==> config.mk <==
export PLATFORM = sky130hd
export DESIGN_NAME = if_fetch
export DESIGN_NICKNAME = d
export VERILOG_FILES = /design/src/rtl/if_fetch_pkg.sv /design/src/rtl/if_fetch_fifo.sv /design/src/rtl/if_fetch.sv
export SDC_FILE = /design/constraint.sdc
export NUM_CORES = 1
export LEC_CHECK = 0
export CAP_MARGIN = 25
export CORE_MARGIN = 10
export CORE_UTILIZATION = 40
export CTS_CLUSTER_SIZE = 14
export DETAILED_ROUTE_END_ITERATION = 6
export DONT_BUFFER_PORTS = 1
export HOLD_SLACK_MARGIN = 0.03
export MAX_ROUTING_LAYER = met4
export RECOVER_POWER = 50
export SYNTH_ARGS = -nofsm -noshare
export SYNTH_HDL_FRONTEND = slang
export SYNTH_SLANG_ARGS = --single-unit
==> constraint.sdc <==
create_clock -name clk -period 4.3 [get_ports clk]
set_input_delay 0.43 -clock clk [delete_from_list [all_inputs] [get_ports clk]]
set_output_delay 0.43 -clock clk [all_outputs]
set_load 0.01 [all_outputs]
==> src/rtl/if_fetch_pkg.sv <==
// Shared fetch-stage definitions: datapath width, the NOP used for bubbles,
// the fetch FSM state encoding and the buffered instruction entry.
package rv_defs;

  localparam int XLEN = 32;

  localparam logic [XLEN-1:0] NOP = 32'h00000013;

  typedef enum logic [1:0] {
    FETCH_IDLE  = 2'd0,
    FETCH_WAIT  = 2'd1,
    FETCH_DRAIN = 2'd2
  } fetch_state_e;

  typedef struct packed {
    logic [XLEN-1:0] inst;
    logic [XLEN-1:0] addr;
  } fetch_entry_t;

endpackage

==> src/rtl/if_fetch_fifo.sv <==
// Synchronous buffer of fetched instructions with their addresses. A flush
// empties it in one edge; when empty it shows NOP and the last head address.
module fetch_fifo
  import rv_defs::*;
#(
  parameter int              DEPTH    = 2,
  parameter logic [XLEN-1:0] NOP_INST = NOP
) (
  input  logic                    clk,
  input  logic                    rst,
  input  logic                    flush,
  input  logic                    push,
  input  logic [XLEN-1:0]         push_inst,
  input  logic [XLEN-1:0]         push_addr,
  input  logic                    pop,
  output logic                    valid,
  output logic [XLEN-1:0]         head_inst,
  output logic [XLEN-1:0]         head_addr,
  output logic [$clog2(DEPTH):0]  count,
  output logic                    full
);

  localparam int AW = $clog2(DEPTH);
  localparam int CW = AW + 1;

  fetch_entry_t    store [DEPTH];
  logic [AW-1:0]   wr_ptr;
  logic [AW-1:0]   rd_ptr;
  logic [XLEN-1:0] last_addr;
  logic            do_push;
  logic            do_pop;

  assign valid   = (count != '0);
  assign full    = (count == CW'(DEPTH));
  assign do_pop  = pop && valid;
  assign do_push = push && !full;

  // Pointers are AW bits wide, so incrementing wraps modulo DEPTH.
  always_ff @(posedge clk) begin
    if (!rst) begin
      wr_ptr <= '0;
      rd_ptr <= '0;
      count  <= '0;
    end else if (flush) begin
      wr_ptr <= '0;
      rd_ptr <= '0;
      count  <= '0;
    end else begin
      if (do_push) wr_ptr <= wr_ptr + 1'b1;
      if (do_pop)  rd_ptr <= rd_ptr + 1'b1;
      unique case ({do_push, do_pop})
        2'b10:   count <= count + 1'b1;
        2'b01:   count <= count - 1'b1;
        default: count <= count;
      endcase
    end
  end

  always_ff @(posedge clk) begin
    if (do_push && !flush) begin
      store[wr_ptr] <= '{inst: push_inst, addr: push_addr};
    end
  end

  // Remembers the head address so an empty buffer still reports where it was.
  always_ff @(posedge clk) begin
    if (!rst) begin
      last_addr <= '0;
    end else if (valid) begin
      last_addr <= store[rd_ptr].addr;
    end
  end

  assign head_inst = valid ? store[rd_ptr].inst : NOP_INST;
  assign head_addr = valid ? store[rd_ptr].addr : last_addr;

  a_no_overflow: assert property (@(posedge clk) disable iff (!rst) !(push && full));

endmodule

==> src/rtl/if_fetch.sv <==
// Instruction fetch stage: one outstanding bus request at a time, responses
// buffered in fetch_fifo, redirects discard everything fetched or in flight.
module if_fetch
  import rv_defs::*;
#(
  parameter int          FIFO_DEPTH = 2,
  parameter logic [31:0] NOP_INST   = 32'h00000013
) (
  input  logic                         clk,
  input  logic                         rst,
  input  logic [31:0]                  pc_i,
  input  logic                         jump_en_i,
  output logic                         hold_o,
  output logic                         mem_req_o,
  output logic [31:0]                  mem_addr_o,
  input  logic                         mem_gnt_i,
  input  logic                         mem_rvalid_i,
  input  logic [31:0]                  mem_rdata_i,
  output logic                         inst_valid_o,
  output logic [31:0]                  inst_o,
  output logic [31:0]                  inst_addr_o,
  input  logic                         inst_ready_i,
  output logic [1:0]                   fsm_state,
  output logic [$clog2(FIFO_DEPTH):0]  fifo_count
);

  fetch_state_e state;
  fetch_state_e state_nx;
  logic [31:0]  req_addr;
  logic         granted;
  logic         push;
  logic         pop;
  logic         full;

  // Bus handshake: a request is accepted only in a cycle where mem_req_o and
  // mem_gnt_i are both high; the request may drop without a grant (jump or
  // full buffer). A buffer entry moves to decode when inst_valid_o and
  // inst_ready_i are both high.
  assign mem_req_o  = (state == FETCH_IDLE) && !full && !jump_en_i;
  assign mem_addr_o = pc_i;
  assign granted    = mem_req_o && mem_gnt_i;
  assign hold_o     = !granted;

  assign push = (state == FETCH_WAIT) && mem_rvalid_i && !jump_en_i;
  assign pop  = inst_valid_o && inst_ready_i;

  always_comb begin
    state_nx = state;
    unique case (state)
      FETCH_IDLE: begin
        if (granted) state_nx = FETCH_WAIT;
      end
      FETCH_WAIT: begin
        if (mem_rvalid_i)   state_nx = FETCH_IDLE;
        else if (jump_en_i) state_nx = FETCH_DRAIN;
      end
      FETCH_DRAIN: begin
        if (mem_rvalid_i) state_nx = FETCH_IDLE;
      end
      default: state_nx = FETCH_IDLE;
    endcase
  end

  always_ff @(posedge clk) begin
    if (!rst) begin
      state <= FETCH_IDLE;
    end else begin
      state <= state_nx;
    end
  end

  // The response carries no address, so the granted PC is kept for the push.
  always_ff @(posedge clk) begin
    if (!rst) begin
      req_addr <= '0;
    end else if (granted) begin
      req_addr <= pc_i;
    end
  end

  fetch_fifo #(
    .DEPTH    (FIFO_DEPTH),
    .NOP_INST (NOP_INST)
  ) u_fifo (
    .clk       (clk),
    .rst       (rst),
    .flush     (jump_en_i),
    .push      (push),
    .push_inst (mem_rdata_i),
    .push_addr (req_addr),
    .pop       (pop),
    .valid     (inst_valid_o),
    .head_inst (inst_o),
    .head_addr (inst_addr_o),
    .count     (fifo_count),
    .full      (full)
  );

  assign fsm_state = state;

endmodule

; ---- Yosys cells after proc, flatten, opt, wreduce, memory -nomap -nowiden
; Memory sizes are Yosys's and may differ from the RTL's. A register that Yosys moved wholly into a read port is not among the register bits.
; Cells that the tools add are included.
[op_classes]
n_mux = 12
eq_ne = 8
reduce_logical = 17
bitwise = 1
addsub = 4
[ops]
columns = operator, count
row1 = $mux 32, 2
row2 = $logic_and 1x1->1, 9
row3 = $mux 2, 4
row4 = $eq 2x2->1 const B, 3
row5 = $pmux 2 s3, 1
row6 = $eq 2x1->1 const B, 2
row7 = $mux 1, 4
row8 = $ne 2x2->1 const B, 2
row9 = $pmux 2 s2, 1
row10 = $reduce_bool 2->1, 2
row11 = $logic_not 1->1, 3
row12 = $ne 3x3->1 const B, 1
row13 = $reduce_and 3->1, 1
row14 = $add 1x1->1 const B, 2
row15 = $add 2x1->2 const B, 1
row16 = $logic_not 2->1, 1
row17 = $reduce_or 2->1, 1
row18 = $sub 2x1->2 const B, 1
row19 = $not 1->1, 1
[totals]
mem_bits_rw = 128
input_bits = 70
output_inout_bits = 103
reg_bits = 70
word_cells = 49
n_memories = 1
[memory_table]
columns = memory, depth, width, read_ports, rd_ports_with_merged_regs, wr, line
row1 = u_fifo.store, 2, 64, 1, 1, 1, if_fetch_fifo.sv:26  ; fetch_entry_t store [DEPTH];

; ---- Depth between registers and ports, before layout
; Gate-level depths: netlist of the first run.
[depth]
word_depth = 7
ltp_mapped = 6
mapped_depth_nobuf = 6

; ---- Modules after synthesis
; A second synthesis of the first run with hierarchy kept.
[hier_totals]
hier_cells = 617
area_unflattened_um2 = 7860.0
[by_module_without_submodules]
columns = mod, instances, seq_area_each_um2, cells_each, area_each_um2
row1 = fetch_fifo, 1, 4584.4, 434, 6200.9
row2 = if_fetch, 1, 680.7, 183, 1659.1

; ---- Least setup slack after synthesis of the first run
; OpenSTA, ideal clock, no wires.
[synth_path]
path_kind = reg-to-reg
from = register u_fifo.count[0]
to = memory u_fifo.store[0][0] in the netlist's numbering (enable)
path_stages_with_launch = 4
slack_ns = 0.304
setup_time_ns = 0.487
t_arrival_ns = 3.509
path_buffers = 0
required_ns = 3.813
synth_period_minus_slack_ns = 3.996
path_cell_list = dfxtp_1 nand2b_1 nand4_1 nor2_1
[synth_between]
elab_chain_cells = 6
[synth_rtl]
columns = element, line
row1 = from (decl), if_fetch_fifo.sv:19  ; output logic [$clog2(DEPTH):0] count,
row2 = from (signal assigned), if_fetch_fifo.sv:52  ; 2'b10: count <= count + 1'b1;
row3 = from (signal assigned), if_fetch_fifo.sv:53  ; 2'b01: count <= count - 1'b1;
row4 = from (signal assigned), if_fetch_fifo.sv:54  ; default: count <= count;
row5 = $eq 2x2->1, if_fetch_fifo.sv:34  ; assign full = (count == CW'(DEPTH));
row6 = $logic_not 1->1, if_fetch_fifo.sv:36  ; assign do_push = push && !full;
row7 = $logic_and 1x1->1, if_fetch_fifo.sv:36
row8 = $logic_and 1x1->1, if_fetch_fifo.sv:60  ; if (do_push && !flush) begin
row9 = $mux 1, if_fetch_fifo.sv:60
row10 = $mux 1 (implied by the code), if_fetch_fifo.sv:61  ; store[wr_ptr] <= '{inst: push_inst, addr: push_addr};
row11 = to (decl), if_fetch_fifo.sv:26
; Every way passes these cells.

; ---- Worst setup path in the final report of the first run
[layout_path]
from = register u_fifo.count[0]
to = register req_addr[21]
[layout_between]
elab_chain_cells = 5
[layout_rtl]
columns = element, line
row1 = $eq 2x2->1, if_fetch_fifo.sv:34
row2 = $logic_not 1->1, if_fetch.sv:39  ; assign mem_req_o = (state == FETCH_IDLE) && !full && !jump_en_i;
row3 = $logic_and 1x1->1 (2 in series), if_fetch.sv:39
row4 = $logic_and 1x1->1, if_fetch.sv:41  ; assign granted = mem_req_o && mem_gnt_i;
row5 = to (signal assigned), if_fetch.sv:77  ; req_addr <= pc_i;
row6 = to (decl), if_fetch.sv:29  ; logic [31:0] req_addr;
; Every way passes these cells.
; A chain may end at the register's enable or synchronous reset.

==> summary.txt, run 1 <==
CTS
  • Root Driver: clkbuf_16
  • Post-cts hold buffer count: 0
  • H-Tree Depth: 4
  • Clock sink count: roughly 200
  • Clock slew at reported path FFs: approximately 70 ps
  • CTS Buf Count: 17
  • Post-CTS Setup Inserts: 0
  • Post-CTS Resized: 0
  • Worst-skew pair later-pin latency: 420 ps
  • CTS Buffer Depth: 2
  • CTS tree: done

Synth
  • Area contributors post-synth: edfxtp_1 49%, dfxtp_1 18%, mux2i_1 12%
  • Synth Flop Type: edfxtp_1
  • Syn_nets: roughly 660
  • Count leader, synth: edfxtp_1
  • Synth top area share: 48.8%
  • Unique cell type count in the Yosys netlist: 27
  • Synthesized area: between 0.007 and 0.008 mm2
  • Syn_area_per_cell: about 13 um2
  • Post-synth ARST share: 0%
  • Seq/Total Area, Yosys: between 60% and 70%
  • Synth top cells by count: 128 x edfxtp_1, 101 x nand2_1, 97 x mux2i_1, 71 x dfxtp_1, 36 x nor2_1
  • Yosys top cell by area: edfxtp_1
  • Post-synth EDFFs: 128
  • Synthesis-stage register bit count: between 150 and 200
  • Synth Instances: between 500 and 600
  • Ys Warns: 0

STA
  • Final setup TNS: 0 ps
  • Relative slew slack: -34.7%
  • Tmin final: between 3000 and 4000 ps
  • Fmax: about 0.3 GHz
  • Setup ws final: roughly 1000 ps
  • Final period util: 76.0%
  • Final Max Tran Viols: 26
  • # setup viols final: 0
  • Final Skew: approximately 8 ps
  • Fin. Hold Viols: 0
  • Slew of the pin with the lowest slew margin: slightly above 2000 ps
  • RSZ-0062 raised after global routing: false

Outcome
  • Status: finished, violations left
  • Failing checks: max-capacitance violations, max-slew violations

Worst setup path
  • Crit Path Class: flip-flop to flip-flop
  • Crit-path max FO: 25
  • Worst path top cell family by delay: buffers and inverters
  • Worst Path Buf+Inv: 1
  • Critical path launch point type: flip-flop
  • CP required: between 4000 and 5000 ps
  • Slowest cell on crit path: clkbuf_1
  • Arrival @ worst endpoint: between 3000 and 4000 ps
  • CP Capture Type: flip-flop
  • CP peak stage delay: approximately 1500 ps
  • Worst-path cell chain: nand2b_1 > and4b_1 > clkbuf_1 > mux2i_1

Placement
  • Buffers on Ports: 0
  • Cells after DPL: 794
  • Detailed-placement wirelength estimate: 10,300 um
  • Final Wtd Congestion: 0.754
  • Pre-CTS WS: about 1700 ps

Global routing
  • Global-route wire length before repair: ~24,000 um
  • Vias in the first global route: roughly 4.2k
  • GRT Overall Usage: around an eighth
  • Largest net degree at the start of global routing: approximately 100
  • Initial antenna violation count: 2
  • Total congestion overflow: 0

Routing
  • Via Count: between 4k and 5k
  • DRT Pass-1 Iters: 6
  • Drt wl/cell: approximately 19 um
  • WL final: 15,300 um
  • ANT nets after route: 0
  • Post-DR vias/cell: slightly below 5
  • First DRT Iteration DRCs: between 200 and 250
  • # DRC: 0

Cells and area
  • Fill count: about 1.8k
  • Nets: around 620
  • Final std cells w/o fill: about 830
  • Layout Area Growth over Synthesis: 7.42%
  • Share of cells above drive strength 1: around 7.5%

Floorplan
  • Row count: 51
  • Die Width: approximately 160 um
  • I/O pins: about 170
  • Die Y: around 160 um
  • Core ar.: around 0.019 mm2
  • Initial Util: slightly above 40%
  • Area of the die: 0.0257 mm2

Pwr
  • PwrDens: ~430 mW/mm2
  • Leakage power: 3.15 nW
  • IR drop worst, VDD: about 0.00026 V

Hold path
  • Hold/Removal Path Class: input port to flip-flop

Flow run
  • Reported max-cap violation count: 1
## layout make-up
type,instances,area (um2),area share (%)
flip-flops and latches,199,5270,62.3
multi-input cells,316,2200,26.0
clock buffers,21,450,5.32
well taps,265,332,3.92
clock inverters,11,101,1.20
repair buffers,8,81.3,0.961
inverters,6,23.8,0.281
diodes,2,5.00,0.0591
## cells by family after synthesis
family                   Yosys count  share of synthesized area, %
adder cells (fa/ha/maj)            1                         0.159
buffers and inverters             73                          5.46
AO/OA/AOI/OAI                     68                          7.43
XOR/XNOR                           3                         0.334
AND/OR/NAND/NOR                  146                          7.32
flip-flops                       199                          66.8
multiplexers                      98                          12.5
## metrics by stage
step	total power, mW	area (um2)	utilization, %	hold WS [ps]
global route	3.79	8460	43.6	51.0
floorplan	2.22	7880	-	425
finish	3.65	8460	43.6	80.5
detailed placement	2.20	7910	40.8	434
CTS	3.70	8460	43.6	54.5
global placement	2.20	7910	40.8	432
## where the power goes
| part | switching [mW] | leakage [nW] | total (mW) | internal (mW) |
|---|---|---|---|---|
| Sequential | 0.0167 | 1.80 | 2.07 | 2.06 |
| Combinational | 0.0471 | 1.09 | 0.0820 | 0.0349 |
| Clock | 0.674 | 0.268 | 1.49 | 0.816 |
## sequential cells by signal (all words and copies together) (netlist names), named ones only
name / count
u_fifo.rd_ptr: 1
u_fifo.wr_ptr: 1
u_fifo.last_addr: 32
fsm_state: 2
req_addr: 32
u_fifo.store: 128
u_fifo.count: 2
## final timing paths
path | slack (ps) | from | to | cells after the start
setup / recovery | 1030 | u_fifo.count[0] | req_addr[21] | 4
hold reg to reg | 440 | req_addr[17] | u_fifo.store[1][17] | 0
setup reg to reg | 1030 | u_fifo.count[0] | req_addr[21] | 4
hold / removal | 80 | mem_rvalid_i | fsm_state[1] | 1
## routing by layer
layer | vias up | GRT usage (%) | wire length [um]
met5 | - | - | 0
met4 | 0 | 3.76 | 189
met3 | 16 | 5.37 | 1470
met2 | 144 | 17.9 | 6900
met1 | 1968 | 14.5 | 6770
li1 | 1983 | - | -
## cells in the final DEF (no fill, tap or decap), types with 2 or more instances in the layout
master and instances:
o211a_1 33, clkinv_2 4, mux2i_1 97, nand3_1 2, buf_4 5, nor2_4 2
buf_12 2, clkinvlp_4 2, o21ai_0 2, clkbuf_16 17, clkinv_4 3, edfxtp_1 128
o21a_1 32, nor3b_1 2, clkbuf_1 4, nor2_1 33, xor2_1 2, dfxtp_1 70
diode_2 2, nand2_1 101, inv_1 5
Power figures use the tool's default switching activity.
==> inputs of run 2 (changes only) <==
Clock period 4.3 ns to 2.85 ns, I/O delays scaled along.
==> summary.txt, run 2 (synthesized netlist as in run 1, its figures left out) <==
Outcome
  • Status: finished clean

STA
  • Fmax: 0.387 GHz (+27%)
  • Final Max Tran Viols: 0 (-100%)
  • Setup ws final: 269 ps (-764 ps)
  • Relative slew slack: 49.4% (+84 points)
  • Tmin final: 2580 ps (-686 ps)
  • Final Skew: 9.43 ps (+1.47 ps)
  • # setup viols final: 0 (unchanged)
  • Slew of the pin with the lowest slew margin: 758 ps (-1260 ps)
  • Final period util: 90.6% (+15 points)
  • Fin. Hold Viols: 0 (unchanged)
  • RSZ-0062 raised after global routing: false

CTS
  • Post-CTS Setup Inserts: 0 (unchanged)
  • Clock slew at reported path FFs: 70 ps (about the same)
  • CTS tree: done
  • CTS Buf Count: 17 (unchanged)
  • CTS Buffer Depth: 2 (unchanged)
  • Root Driver: clkbuf_16
  • Clock sink count: 199 (unchanged)
  • Worst-skew pair later-pin latency: 420 ps (about the same)
  • H-Tree Depth: 4 (unchanged)

Floorplan
  • Initial Util: 40.6% (unchanged)
  • Die Y: 160 um (unchanged)
  • Die Width: 160 um (unchanged)
  • Area of the die: 0.0257 mm2 (unchanged)
  • Core ar.: 0.0194 mm2 (unchanged)
  • Row count: 51 (unchanged)
  • I/O pins: 173 (unchanged)

Placement
  • Placed Area: 0.00794 mm2 (+0.38%)
  • Buffers on Ports: 0 (unchanged)
  • Final Wtd Congestion: 0.727 (-3.6%)
  • Detailed-placement wirelength estimate: 10,000 um (-3.0%)
  • Pre-CTS WS: 759 ps (-920 ps)

Routing
  • First DRT Iteration DRCs: 259 (+26%)
  • Post-DR vias/cell: 5.02 (+1.1%)
  • DRT Pass-1 Iters: 4 (-2)
  • Drt wl/cell: 18.3 um (-1.0%)
  • WL final: 16,300 um (+6.4%)
  • # DRC: 0 (unchanged)
  • Via Count: 4,467 (+8.7%)
  • ANT nets after route: 0 (unchanged)

Global routing
  • Largest net degree at the start of global routing: 101 (-0.98%)
  • Initial antenna violation count: 0 (-2)
  • Global-route wire length before repair: 25,700 um (+8.1%)
  • Total congestion overflow: 0 (unchanged)
  • Vias in the first global route: 4,649 (+10%)
  • GRT Overall Usage: 12.9% (+0.87 points)

Cells and area
  • Nets: 683 (+10%)
  • Most frequent cells in the layout: 128 x edfxtp_1, 101 x nand2_1, 97 x mux2i_1, 70 x dfxtp_1, 65 x dlygate4sd3_1
  • Reg with most FFs: u_fifo.store
  • Largest regs: u_fifo.store x128, req_addr x32, u_fifo.last_addr x32
  • Max FFs per register: 128 (unchanged)
  • Layout Area Growth over Synthesis: 16.6%
  • Final instance area: 0.00919 mm2 (+8.6%)
  • Antenna cells: 0 (-2)
  • Most common cell after layout, fill and taps aside: edfxtp_1
  • Share of cells above drive strength 1: 6.72% (-0.77 points)

Pwr
  • Int Pwr: 4.51 mW (+55%)
  • Net Sw Power: 1.16 mW (+57%)
  • Seq pwr share: 55.3% (-1.6 points)
  • IR drop worst, VDD: 0.000403 V (+54%)
  • Leakage power: 3.45 nW (+9.6%)
  • Clock power frac: 40.6% (-0.3 points)
  • Total power: 5.66 mW (+55%)
  • PwrDens: 616 mW/mm2 (+43%)
  • Sw Ratio: 20.4% (+0.18 points)
  • Combinational Power Share: 4.1% (+1.9 points)

Flow run
  • Reported max-cap violation count: 0 (-1)

Worst setup path
  • Arrival @ worst endpoint: 2950 ps (-540 ps)
  • Worst reg2reg path depth: 5 (+1)
  • CP Capture Type: flip-flop
  • CP peak stage delay: 710 ps (-800 ps)
  • Worst Path Buf+Inv: 2 (+1)
  • Critical path launch point type: flip-flop
  • CP required: 3220 ps (-1310 ps)
  • Slowest cell on crit path: and4b_1
  • Worst-path cell chain: nand2b_1 > and4b_1 > buf_12 > mux2i_1 > dlygate4sd3_1
  • Crit Path Class: flip-flop to flip-flop
  • Worst path top cell family by delay: simple AND/OR/NAND/NOR gates
  • Critical Path Stages: 5 (+1)
  • Crit-path max FO: 24 (-4.0%)

Hold path
  • Hold/Removal Path Class: input port to flip-flop
  • Hold Path Cell Cnt: 2 (+1)
-- run 2: worst reg2reg max path, delay by kind of cell, from the launching register on --
family / cells / cell delay [ps]
AND/OR/NAND/NOR: 2 / 920
buffers and inverters: 2 / 860
flip-flops: 1 / 510
multiplexers: 1 / 240
-- run 2: what timing repair did --
action / 4_1_cts / 5_1_grt
resized for setup: 0 / 0
hold buffers: 66 / 0
endpoints found under the hold margin: 130 / 0
-- run 2: power groups by stage --
| stage | combinational, mW | clock [mW] | sequential (mW) |
|---|---|---|---|
| 2_1_floorplan | 0.168 | 0 | 3.19 |
| 3_3_place_gp | 0.125 | 0 | 3.19 |
| 3_5_place_dp | 0.129 | 0 | 3.19 |
| 4_1_cts | 0.238 | 2.37 | 3.13 |
| 5_1_grt | 0.257 | 2.49 | 3.13 |
| 6_report | 0.235 | 2.30 | 3.13 |
-- run 2: path summary, 6_finish.rpt --
check | startpoint | end | slack, ps
hold reg to reg | req_addr[23] | u_fifo.store[0][23] | 450
setup / recovery | u_fifo.count[0] | req_addr[12] | 270
setup reg to reg | u_fifo.count[0] | req_addr[12] | 270
hold / removal | rst | flip-flop | 70
-- run 2: final cells by class --
cell class,instances,area (um2)
timing repair buffer,72,793
tap,265,332
multi-input combinational,316,2200
clock inverter,10,96.3
inverter,6,23.8
clock buffer,22,475
fill,1724,10200
sequential,199,5270
-- run 2: stage by stage --
step / instances / utilization (%) / hold slack, ps / setup TNS [ps]
CTS: 890 / 47.4 / 45.0 / 0
floorplan: 588 / - / 360 / -13430
detailed placement: 792 / 40.9 / 364 / 0
global placement: 791 / 40.9 / 362 / 0
global route: 890 / 47.4 / 50.9 / 0
finish: 890 / 47.4 / 68.0 / 0
-- run 2: layer usage --
| metal | part of all wire (%) | vias to the layer above | track usage [%] |
|---|---|---|---|
| met5 | 0 | - | - |
| met4 | 0.79 | 0 | 3.42 |
| met3 | 4.8 | 13 | 3.68 |
| met2 | 46 | 151 | 20.0 |
| met1 | 48 | 2180 | 16.4 |
| li1 | - | 2123 | - |
==> inputs of run 3 (changes only) <==
--- a/config.mk
+++ b/config.mk
@@ -7,6 +7,8 @@
 export LEC_CHECK = 0
 export CAP_MARGIN = 25
+export CELL_PAD_IN_SITES_DETAIL_PLACEMENT = 1
+export CELL_PAD_IN_SITES_GLOBAL_PLACEMENT = 2
 export CORE_MARGIN = 10
-export CORE_UTILIZATION = 40
+export CORE_UTILIZATION = 38
 export CTS_CLUSTER_SIZE = 14
 export DETAILED_ROUTE_END_ITERATION = 6
@@ -14,4 +16,5 @@
 export HOLD_SLACK_MARGIN = 0.03
 export MAX_ROUTING_LAYER = met4
+export PLACE_DENSITY_LB_ADDON = 0.1
 export RECOVER_POWER = 50
 export SYNTH_ARGS = -nofsm -noshare
==> constraint.sdc (replaced) <==
create_clock -name clk -period 2.85 [get_ports clk]
set_input_delay 0.1425 -clock clk [delete_from_list [all_inputs] [get_ports clk]]
set_output_delay 0.1425 -clock clk [all_outputs]
set_load 0.01 [all_outputs]
==> summary.txt, run 3 (synthesized netlist as in run 1, its figures left out) <==
Worst setup path
  • Reg2reg setup slack: 790 ps (+520 ps)
  • CP required: 2710 ps (-510 ps)
  • Crit-path max FO: 21 (-13%)
  • CP Capture Type: output pin
  • Crit Path Class: flip-flop to output pin
  • Critical path launch point type: flip-flop
  • Arrival @ worst endpoint: 2240 ps (-710 ps)

CTS
  • Clock slew at reported path FFs: 80 ps (about the same)
  • CTS Buf Count: 17 (unchanged)
  • Root Driver: clkbuf_16
  • Clock sink count: 199 (unchanged)
  • CTS Buffer Depth: 2 (unchanged)
  • CTS tree: done
  • H-Tree Depth: 4 (unchanged)
  • Worst-skew pair later-pin latency: 430 ps (about the same)
  • Post-CTS Resized: 0 (unchanged)

Global routing
  • GRT Overall Usage: 12.8% (-0.17 points)
  • Initial antenna violation count: 2 (+2)
  • Largest net degree at the start of global routing: 101 (unchanged)
  • Total congestion overflow: 0 (unchanged)
  • Vias in the first global route: 4,683 (+0.73%)
  • Global-route wire length before repair: 26,000 um (+1.3%)

Cells and area
  • Nets: 687 (+0.59%)
  • Largest regs: u_fifo.store x128, req_addr x32, u_fifo.last_addr x32
  • Max FFs per register: 128 (unchanged)
  • Util after Layout: 45.5% (-1.9 points)
  • Share of cells above drive strength 1: 7.00% (+0.28 points)
  • Final std cells w/o fill: 900 (+1.1%)
  • Reg with most FFs: u_fifo.store
  • Most frequent cells in the layout: 128 x edfxtp_1, 101 x nand2_1, 97 x mux2i_1, 70 x dfxtp_1, 68 x dlygate4sd3_1
  • Layout Area Growth over Synthesis: 17.2%
  • Fill count: 2,050 (+19%)
  • Most common cell after layout, fill and taps aside: edfxtp_1
  • Final instance area: 0.00924 mm2 (+0.49%)

Floorplan
  • Core ar.: 0.0203 mm2 (+4.6%)
  • Area of the die: 0.0269 mm2 (+4.6%)
  • I/O pins: 173 (unchanged)
  • Die Width: 164 um (+2.3%)
  • Initial Util: 38.8% (-1.8 points)
  • Row count: 52 (+2.0%)
  • Die Y: 164 um (+2.3%)

Placement
  • Final Wtd Congestion: 0.693 (-4.7%)
  • Cells after DPL: 798 (+0.76%)
  • Buffers on Ports: 0 (unchanged)
  • Detailed-placement wirelength estimate: 10,400 um (+3.9%)
  • Pre-CTS WS: 803 ps (+44.5 ps)
  • Placed Area: 0.00794 mm2 (about the same)

Outcome
  • Status: finished clean

Routing
  • First DRT Iteration DRCs: 161 (-38%)
  • DRT Pass-1 Iters: 4 (unchanged)
  • Via Count: 4,389 (-1.7%)
  • # DRC: 0 (unchanged)
  • Post-DR vias/cell: 4.88 (-2.8%)
  • Drt wl/cell: 18.5 um (+0.87%)
  • WL final: 16,600 um (+2.0%)
  • ANT nets after route: 0 (unchanged)

STA
  • Fin. Hold Viols: 0 (unchanged)
  • Tmin final: 2380 ps (-201 ps)
  • RSZ-0062 raised after global routing: false
  • Final Max Tran Viols: 0 (unchanged)
  • Setup ws final: 470 ps (+201 ps)
  • Fmax: 0.420 GHz (+8.5%)
  • WHS: 132 ps (+64.1 ps)
  • Final period util: 83.5% (-7.1 points)
  • Final setup TNS: 0 ps (unchanged)
  • Final Skew: 14.0 ps (+4.58 ps)
  • # setup viols final: 0 (unchanged)
  • Relative slew slack: 35.9% (-13 points)
  • Slew of the pin with the lowest slew margin: 961 ps (+203 ps)

Pwr
  • PwrDens: 620 mW/mm2 (+0.71%)
  • Total power: 5.73 mW (+1.2%)
  • Leakage power: 3.47 nW (+0.42%)
  • IR drop worst, VDD: 0.000417 V (+3.5%)

Hold path
  • Hold/Removal Path Class: input port to flip-flop

Flow run
  • Reported max-cap violation count: 0 (unchanged)
[run 3: changes by cell type in the layout (fill, tap and decap cells not counted), sizes merged]
cell         before  now
clkbuf           22   19
clkinvlp          2    1
diode             0    1
inv               7   14
bufinv            1    0
buf               7    6
dlygate4sd3      65   68
[run 3: where the power goes]
part / internal [mW] / total (mW) / switching [mW]
clock network: 1.19 / 2.37 / 1.18
registers: 3.10 / 3.13 / 0.0252
logic: 0.117 / 0.236 / 0.119
total: 4.41 / 5.73 / 1.32
[run 3: path summary, 6_finish.rpt]
path                   startpoint             endpoint  cells after the start
setup / recovery  u_fifo.count[0]               hold_o                      4
hold / removal                rst  u_fifo.last_addr[7]                      2
setup reg to reg  u_fifo.count[0]         req_addr[11]                      4
hold reg to reg      req_addr[29]  u_fifo.store[1][29]                      0
[run 3: cell type report]
class / count / area [um2] / area share [%]
Sequential cell: 199 / 5270 / 57.1
Multi-Input combinational cell: 316 / 2200 / 23.8
Timing Repair Buffer: 76 / 805 / 8.71
Clock buffer: 17 / 425 / 4.61
Tap cell: 270 / 338 / 3.66
Clock inverter: 15 / 174 / 1.88
Inverter: 6 / 23.8 / 0.257
Antenna cell: 1 / 2.50 / 0.0271
[run 3: worst max-delay path, stage by stage (launching register included)]
cell and delay, ps:
dfxtp_1 510, nand2b_1 190, and4b_1 270, clkbuf_2 620, inv_1 200
[run 3: metal layers]
metal	vias to the layer above	part of all wire (%)	GRT usage (%)
li1	2128	-	-
met1	2125	48	16.3
met2	122	45	19.3
met3	14	5.4	3.33
met4	0	1.3	4.55
met5	-	0	-
[run 3: what timing repair did]
action	CTS	global route
hold buffers	69	0
hold endpoints to repair	135	0
endpoints found under the setup margin	0	0
buffers inserted	0	0
